## src/rtl/acq_track_scheduler.sv

```systemverilog
// Acquisition/tracking scheduler: runs acquisitions, dispatches results to free tracking
// channels, and round-robin arbitrates the sample-memory tracking read port.
// Optional build macro DUP_FILTER_EN: skip PRNs already tracked or dispatched in this scan.
module acq_track_scheduler #(
  parameter int NUM_TRK = 4,
  parameter int PRN_W   = 5,
  parameter int CP_W    = 11,
  parameter int CARR_W  = 32,
  parameter int PTR_W   = 16
) (
  input  logic                     clk,
  input  logic                     reset,
  output logic                     acq_start,
  input  logic                     acq_complete,
  input  logic [4*PRN_W-1:0]       acq_prn,
  input  logic [4*CP_W-1:0]        acq_code,
  input  logic [4*CARR_W-1:0]      acq_carr,
  output logic [NUM_TRK-1:0]       trk_load,
  output logic [PRN_W-1:0]         trk_prn,
  output logic [CP_W-1:0]          trk_code,
  output logic [CARR_W-1:0]        trk_carr,
  input  logic [NUM_TRK-1:0]       trk_release,
  output logic [NUM_TRK-1:0]       trk_busy,
  input  logic [NUM_TRK-1:0]       trk_req,
  input  logic [NUM_TRK*PTR_W-1:0] trk_ptr,
  output logic [PTR_W-1:0]         mem_ptr,
  output logic [NUM_TRK-1:0]       mem_gnt,
  output logic [NUM_TRK-1:0]       trk_dvalid
);
  localparam int IDX_W = $clog2(NUM_TRK);

  typedef enum logic [1:0] {S_START, S_WAIT, S_SCAN, S_FULL} state_t;

  state_t              state, state_nxt;
  logic [1:0]          idx;
  logic                armed;
  logic                complete_d, complete_rise;
  logic [PRN_W-1:0]    slot_prn  [4];
  logic [CP_W-1:0]     slot_code [4];
  logic [CARR_W-1:0]   slot_carr [4];
  logic [PRN_W-1:0]    prn_q;
  logic [CP_W-1:0]     code_q;
  logic [CARR_W-1:0]   carr_q;
  logic [NUM_TRK-1:0]  busy, free_oh, load_oh;
  logic                any_free, start_req, latch_slots, dispatch, dup_hit;

  assign any_free = ~&busy;

  // Lowest-index free channel, as a one-hot vector.
  always_comb begin
    free_oh = '0;
    for (int i = NUM_TRK - 1; i >= 0; i--)
      if (!busy[i]) free_oh = NUM_TRK'(1) << i;
  end

  always_ff @(posedge clk or negedge reset) begin
    if (!reset) begin
      complete_d    <= 1'b0;
      complete_rise <= 1'b0;
    end else begin
      complete_d    <= acq_complete;
      complete_rise <= acq_complete & ~complete_d;
    end
  end

  // NOTE: slot registers carry no reset; S_SCAN only reads them after S_WAIT has loaded them.
  always_ff @(posedge clk) begin
    if (latch_slots) begin
      for (int s = 0; s < 4; s++) begin
        slot_prn[s]  <= acq_prn[s*PRN_W +: PRN_W];
        slot_code[s] <= acq_code[s*CP_W +: CP_W];
        slot_carr[s] <= acq_carr[s*CARR_W +: CARR_W];
      end
    end
  end

`ifdef DUP_FILTER_EN
  logic [PRN_W-1:0] chan_prn [NUM_TRK];
  logic [3:0]       sent;

  always_ff @(posedge clk) begin
    for (int i = 0; i < NUM_TRK; i++)
      if (load_oh[i]) chan_prn[i] <= slot_prn[idx];
  end

  always_ff @(posedge clk or negedge reset) begin
    if (!reset)           sent <= '0;
    else if (latch_slots) sent <= '0;
    else if (dispatch)    sent[idx] <= 1'b1;
  end

  always_comb begin
    dup_hit = 1'b0;
    for (int i = 0; i < NUM_TRK; i++)
      if (busy[i] && chan_prn[i] == slot_prn[idx]) dup_hit = 1'b1;
    for (int s = 0; s < 4; s++)
      if (sent[s] && slot_prn[s] == slot_prn[idx]) dup_hit = 1'b1;
  end
`else
  assign dup_hit = 1'b0;
`endif

  // NOTE: every output of this block gets a default first, so no path can infer a latch.
  always_comb begin
    state_nxt   = state;
    start_req   = 1'b0;
    latch_slots = 1'b0;
    dispatch    = 1'b0;
    case (state)
      S_START: begin
        // armed holds off the launch pulse until the first clock after reset release.
        if (armed) begin
          if (any_free) begin
            start_req = 1'b1;
            state_nxt = S_WAIT;
          end else begin
            state_nxt = S_FULL;
          end
        end
      end
      S_WAIT: begin
        if (complete_rise) begin
          latch_slots = 1'b1;
          state_nxt   = S_SCAN;
        end
      end
      S_SCAN: begin
        dispatch = any_free && (slot_prn[idx] != '0) && !dup_hit;
        if (idx == 2'd3)   state_nxt = S_START;
        else if (!any_free) state_nxt = S_FULL;
      end
      S_FULL: begin
        if (any_free) state_nxt = S_START;
      end
      default: state_nxt = S_START;
    endcase
  end

  assign load_oh   = dispatch ? free_oh : '0;
  assign trk_load  = load_oh;
  assign trk_busy  = busy;
  assign acq_start = start_req;
  assign trk_prn   = dispatch ? slot_prn[idx]  : prn_q;
  assign trk_code  = dispatch ? slot_code[idx] : code_q;
  assign trk_carr  = dispatch ? slot_carr[idx] : carr_q;

  // NOTE: non-blocking assignments so every register samples the pre-edge values.
  always_ff @(posedge clk or negedge reset) begin
    if (!reset) begin
      state  <= S_START;
      armed  <= 1'b0;
      idx    <= '0;
      busy   <= '0;
      prn_q  <= '0;
      code_q <= '0;
      carr_q <= '0;
    end else begin
      state <= state_nxt;
      armed <= 1'b1;
      if (latch_slots)          idx <= '0;
      else if (state == S_SCAN) idx <= idx + 2'd1;
      // A load only ever targets an idle channel, so it cannot collide with a real release.
      busy <= (busy & ~trk_release) | load_oh;
      if (dispatch) begin
        prn_q  <= slot_prn[idx];
        code_q <= slot_code[idx];
        carr_q <= slot_carr[idx];
      end
    end
  end

  // Round-robin memory arbiter: first requester at or after rr_ptr, wrapping.
  logic [IDX_W-1:0] rr_ptr, gnt_idx, cand;
  logic             gnt_found;

  always_comb begin
    gnt_found = 1'b0;
    gnt_idx   = rr_ptr;
    cand      = rr_ptr;
    for (int k = 0; k < NUM_TRK; k++) begin
      cand = IDX_W'((int'(rr_ptr) + k) % NUM_TRK);
      if (!gnt_found && trk_req[cand]) begin
        gnt_found = 1'b1;
        gnt_idx   = cand;
      end
    end
  end

  always_ff @(posedge clk or negedge reset) begin
    if (!reset) begin
      rr_ptr     <= '0;
      mem_gnt    <= '0;
      mem_ptr    <= '0;
      trk_dvalid <= '0;
    end else begin
      trk_dvalid <= mem_gnt;
      mem_gnt    <= '0;
      if (gnt_found) begin
        mem_gnt <= NUM_TRK'(1) << gnt_idx;
        mem_ptr <= trk_ptr[gnt_idx*PTR_W +: PTR_W];
        rr_ptr  <= (gnt_idx == IDX_W'(NUM_TRK - 1)) ? '0 : gnt_idx + 1'b1;
      end
    end
  end

endmodule

```

## config.mk

```make
export PLATFORM = sky130hd
export DESIGN_NAME = acq_track_scheduler
export DESIGN_NICKNAME = d
export VERILOG_FILES = /design/src/rtl/acq_track_scheduler.sv
export SDC_FILE = /design/constraint.sdc
export NUM_CORES = 1
export LEC_CHECK = 0
export BUFFER_PORTS_ARGS = -buffer_cell sky130_fd_sc_hd__buf_2
export CAP_MARGIN = 20
export CORE_MARGIN = 2
export CORE_UTILIZATION = 51
export DETAILED_ROUTE_END_ITERATION = 8
export PLACE_DENSITY = 0.8
export REMOVE_ABC_BUFFERS = 1
export SLEW_MARGIN = 20
export SYNTH_ARGS = -nofsm -noshare
export SYNTH_HDL_FRONTEND = slang
export SYNTH_SLANG_ARGS = --single-unit
```

## constraint.sdc

```tcl
create_clock -name clk -period 6.9 [get_ports clk]
set_input_delay 0.69 -clock clk [delete_from_list [all_inputs] [get_ports clk]]
set_output_delay 0.69 -clock clk [all_outputs]
set_load 0.05 [all_outputs]
```

**Word-level counts from Yosys, hierarchy flattened**

Memories as Yosys holds them, arrays and structs flattened.
Cells that the tools add are included.

- Bits in registers: 85
- Bits in writable memories: 192
- Output and inout port bits: 81
- Logic and storage cells: 96
- Memories: 3

Memories:

| name | words | bits a word | read ports | clocked after Yosys merged registers in | write ports | line | text |
|---|---|---|---|---|---|---|---|
| slot_carr | 4 | 32 | 1 | 0 | 4 | 40 | `logic [CARR_W-1:0] slot_carr [4];` |
| slot_code | 4 | 11 | 1 | 0 | 4 | 39 | `logic [CP_W-1:0] slot_code [4];` |
| slot_prn | 4 | 5 | 1 | 0 | 4 | 38 | `logic [PRN_W-1:0] slot_prn [4];` |

- Add/subtract/negate cells: 5
- Magnitude comparators: 4
- Eq/ne operators: 9
- Shifts and indexed selects: 2
- Mux-type cells: 42
- Bitwise operators: 5
- Reductions and logical operators: 13

Operators with widths:

| kind | number |
|---|---|
| indexed part select 64 x 7 -> 16 bit | 1 |
| two-way mux 32 bit | 1 |
| two-way mux 2 bit | 12 |
| two-way mux 4 bit | 6 |
| two-way mux 1 bit | 16 |
| less-than comparator 2 x 3 -> 1 bit (second input constant) | 4 |
| two-way mux 11 bit | 1 |
| binary-select mux 1 bit (select 2 bit) | 4 |
| equality test 2 bit (second input constant) | 4 |
| case mux 2 bit (4 select lines) | 1 |
| AND reduction 4 bit | 2 |
| adder 2 x 1 -> 2 bit (second input constant) | 3 |
| inequality test 2 bit (second input constant) | 3 |
| two-way mux 5 bit | 1 |
| nonzero test 5 bit | 1 |
| adder 2 bit (second input constant) | 2 |
| AND 4 bit | 1 |
| logical AND 1 bit | 4 |
| zero test 1 bit | 4 |
| NOT 4 bit | 1 |
| OR 4 bit | 1 |
| left shift 1 x 2 -> 4 bit (first input constant) | 1 |
| inequality test 3 bit (second input constant) | 1 |
| equality test 2 x 1 -> 1 bit (second input constant) | 1 |
| other kinds (4) | 4 |

**Depth between registers and ports, before layout**

- Depth in word-level cells: 14
- Gate-level depth with buffers: 9
- Mapped depth without buffers: 6

**Worst setup path before layout**

No wires, ideal clock.

- Path kind: reg-to-reg
- Start: register state[1]
- End: register idx[1]
- Arrival time: 5.427 ns
- Data required time: 6.536 ns
- Slack: 1.109 ns
- Stages on the path, launching flop included: 3
- Period minus slack after synthesis: 5.791 ns
- Cells stage by stage: dfrtp_1 and3b_1 o21ai_0

- Word-level cells in the longest chain between the ends: 3
- Elaborated cells between the ends (all ways): 5
- Those cells by class: eq/ne (2); mux (2); reduce/logical (1)

RTL lines:

| item | line | text |
|---|---|---|
| start: declaration | 34 | `state_t state, state_nxt;` |
| start signal: assignment | 158 | `state <= state_nxt;` |
| equality test 2 x 1 -> 1 bit * | 109 | `case (state)` |
| two-way mux 1 bit * | 109 |  |
| net latch_slots | 45 | `logic any_free, start_req, latch_slots, dispatch, dup_hit;` |
| two-way mux 2 bit / nonzero test 2 bit (equally long branches) | n/a |  |
| end signal: assignment | 161 | `else if (state == S_SCAN) idx <= idx + 2'd1;` |
| end: declaration | 35 | `logic [1:0] idx;` |

The timed path passes the listed nets; every way through them passes the cells marked *.
A chain may end at the register's enable or synchronous reset.

**Worst setup path in the final report**

- Start: register idx[0]
- End: output port trk_carr[11]

- Word-level cells in the longest chain between the ends: 5
- Elaborated cells between the ends (all ways): 6
- Those cells by class: mux (2); reduce/logical (2); memory (2)

RTL lines:

| item | line | text |
|---|---|---|
| memory read (4 x 5 bit) | n/a |  |
| nonzero test 5 bit | 128 | `dispatch = any_free && (slot_prn[idx] != '0) && !dup_hit;` |
| logical AND 1 bit | 128 |  |
| two-way mux 1 bit | 109 |  |
| two-way mux 32 bit * | n/a |  |
| end: declaration | 21 | `output logic [CARR_W-1:0] trk_carr,` |

Mark *: on every way between the ends. The rest lies on a longest branch, timed or not.

==> results.yml <==
setup_path:
  crit_chain: "buf_4 -> mux2_2 -> nand2_2 -> nand2_2 -> buf_4 -> mux2_2 -> buf_2"
  worstSetupStartpointType: "flip-flop"
  crit_start: "idx[0]$_DFFE_PN0P_"
  worstPathMaxFanout: 47
  setup.worst_path.class: "flip-flop to output pin"
  r2r_start: "idx[0]$_DFFE_PN0P_"
  critical-path-max-stage-delay_ps: 720
  worst_ep_required_time_ps: 6210
  crit_slowest_cell: "buf_4"
  crit_arrival_ps: 3900
  worst-path-buf-inv: 3
  crit_path_end_kind: "output pin"
  crit_family: "buffers and inverters"
placed_design:
  gp_congestion: 0.8243
  placed_area_mm2: 0.01292
  hpwl_mm: 18.21
  numPortBuffers: 347
  dpl.cell_count: 1181
clock_tree:
  clockRootBuffer: "clkbuf_16"
  cts_tree: "built"
  cts_made_buffers: 27
  htreeDepth: 1
  cts_hold_buffers: 0
  insertion_delay_ps: 530
  cts_setup_buffers: 0
  ctsResizeCount: 0
  clkTransAtPathRegs_ps: 60
  clkSinkCount: 277
  cts_buffer_depth: 3
drt:
  drt-met1-wl_mm: 8.829
  drc: 0
  antenna_left: 0
  wl_per_cell_um: 20.45
  routed.top_layer: "met5"
  route.met2.wl_mm: 13.29
  num_vias: 6421
  vias_per_cell: 5.187
  dr.first_iter.drc_count: 262
  routed-wl-met3_mm: 2.444
  wl_mm: 25.32
  drt-pass1-iter-count: 4
synthesis:
  syn_area_mm2: 0.01094
  syn_avg_cell_area_um2: 18.85
  ys_types: 42
  synth_top_flop_cell: "edfxtp_1"
  yosys-top-cells-count: "edfxtp_1 (192), dfrtp_1 (85), mux4_2 (47)"
  yosys_register_bits: 277
  netlist_instances: 580
  synthArstFlopShare: 0.3069
  synth_most_common_cell: "edfxtp_1"
  seq_area_frac_synth: 0.7217
  yosys-top-cells-area: "edfxtp_1 (53%), dfrtp_1 (19%), mux4_2 (9.7%)"
  yosysWarnings: 0
  synth_top_cell_area_share: 0.5272
  synth_area_leader_cell: "edfxtp_1"
  synth_edf_count: 192
timing:
  final_max_slew_viol_count: 0
  max-slew-margin-rel: 0.3571
  fin_skew_ps: 15.00
  timing.setup.tns_ps: 0
  rsz0062_at_grt: "no"
  finalCriticalPeriod_ps: 4593
  worst_slew_pin_slew_ps: 964.4
  timing.fmax_mhz: 217.7
  post-route-period-util: 0.6657
  finalHoldViolCount: 0
  setup_viol: 0
pwr:
  power_density_mw_per_mm2: 467.5
  peakVddDrop_v: 0.0004096
  p_leak_nw: 5.675
  power_mw: 6.450
floorplan:
  rows: 53
  core_area_mm2: 0.02102
  start_util: 0.5202
  die_area_mm2: 0.02263
  fp.dieH_um: 150.4
  boundaryPins: 348
  die_w_um: 150.4
outcome:
  outcome: "complete, no violations"
grt:
  grt_pass1_wl_mm: 36.60
  grt_use_total: 0.2175
  antenna_found_initial: 7
  grt-ovfl-total: 0
  grt_max_degree: 81
  grt_pass1_vias: 6686
layout:
  finalInstanceArea_mm2: 0.01380
  final_cells: 1238
  synthToLayoutAreaGrowth_pct: 26.17
  final_nets: 1207
  drive_gt1_frac: 0.5115
min_path:
  min_path_type: "input port to asynchronous set/reset pin"
run:
  cap_violations: 0
==> power by group <==
part / leakage (nW) / total (mW) / switching (mW) / internal, mW
clock: 0.422 / 1.41 / 0.594 / 0.813
sequential: 2.75 / 2.30 / 0.148 / 2.15
combinational: 2.50 / 2.75 / 1.86 / 0.885
total: 5.68 / 6.45 / 2.60 / 3.85
==> metrics by stage <==
stage	worst slack, ps	util	hold WS, ps
CTS	2121	0.6555	170.4
detailed placement	2693	0.6148	361.6
global route	1996	0.6560	179.8
finish	2307	0.6563	157.5
global placement	2775	0.6134	354.8
floorplan	1109	-	377.7
==> cells by family after synthesis <==
logic type                 synth area share
AOI/OAI and AO/OA                   0.05000
adders and majority gates          0.005721
buffers and inverters               0.02448
DFF                                  0.7217
muxes                                0.1692
other                             0.0003429
and+or+nand+nor                     0.02849
==> cell type report <==
type | count | area, um2
timing repair buffer | 355 | 1819
sequential | 277 | 7898
tap | 275 | 344.1
antenna | 7 | 17.52
inverter | 22 | 82.58
clock buffer | 40 | 774.5
fill | 1464 | 7224
multi-input combinational | 252 | 2781
clock inverter | 10 | 80.08
==> path summary, 6_finish.rpt <==
check                                                to  slack, ps  cells past startpoint
worst max-delay path                       trk_carr[11]       2310                      7
worst min-delay path             mem_ptr[0]$_DFFE_PN0P_        160                      1
worst max register to register     carr_q[11]$_DFF_PN0_       3610                      6
worst min register to register  trk_dvalid[3]$_DFF_PN0_        370                      0
max in group asynchronous            idx[0]$_DFFE_PN0P_       6090                      2
min in group clk                   complete_d$_DFF_PN0_        280                      1
==> registers in the layout (all words and copies together) (netlist names), 4 cells and up <==
name / count
slot_carr: 128
mem_gnt: 4
code_q: 11
trk_busy: 4
carr_q: 32
mem_ptr: 16
slot_prn: 20
slot_code: 44
trk_dvalid: 4
prn_q: 5
==> metal layers <==
| layer | GRT usage | vias up |
|---|---|---|
| li1 | - | 3004 |
| met1 | 0.2351 | 3058 |
| met2 | 0.3998 | 314 |
| met3 | 0.06758 | 43 |
| met4 | 0.07877 | 2 |
| met5 | 0 | - |
==> cells in the final DEF (no fill, tap or decap), types with 9 or more instances in the layout <==
cell / instances
nor2_1: 26
dfrtp_1: 83
mux2_2: 19
clkbuf_16: 27
inv_1: 22
nand2_1: 9
mux2_4: 20
buf_2: 346
mux2i_1: 21
edfxtp_1: 192
mux4_2: 47
a211oi_1: 34
a2111oi_0: 16
Power figures use the tool's default switching activity.
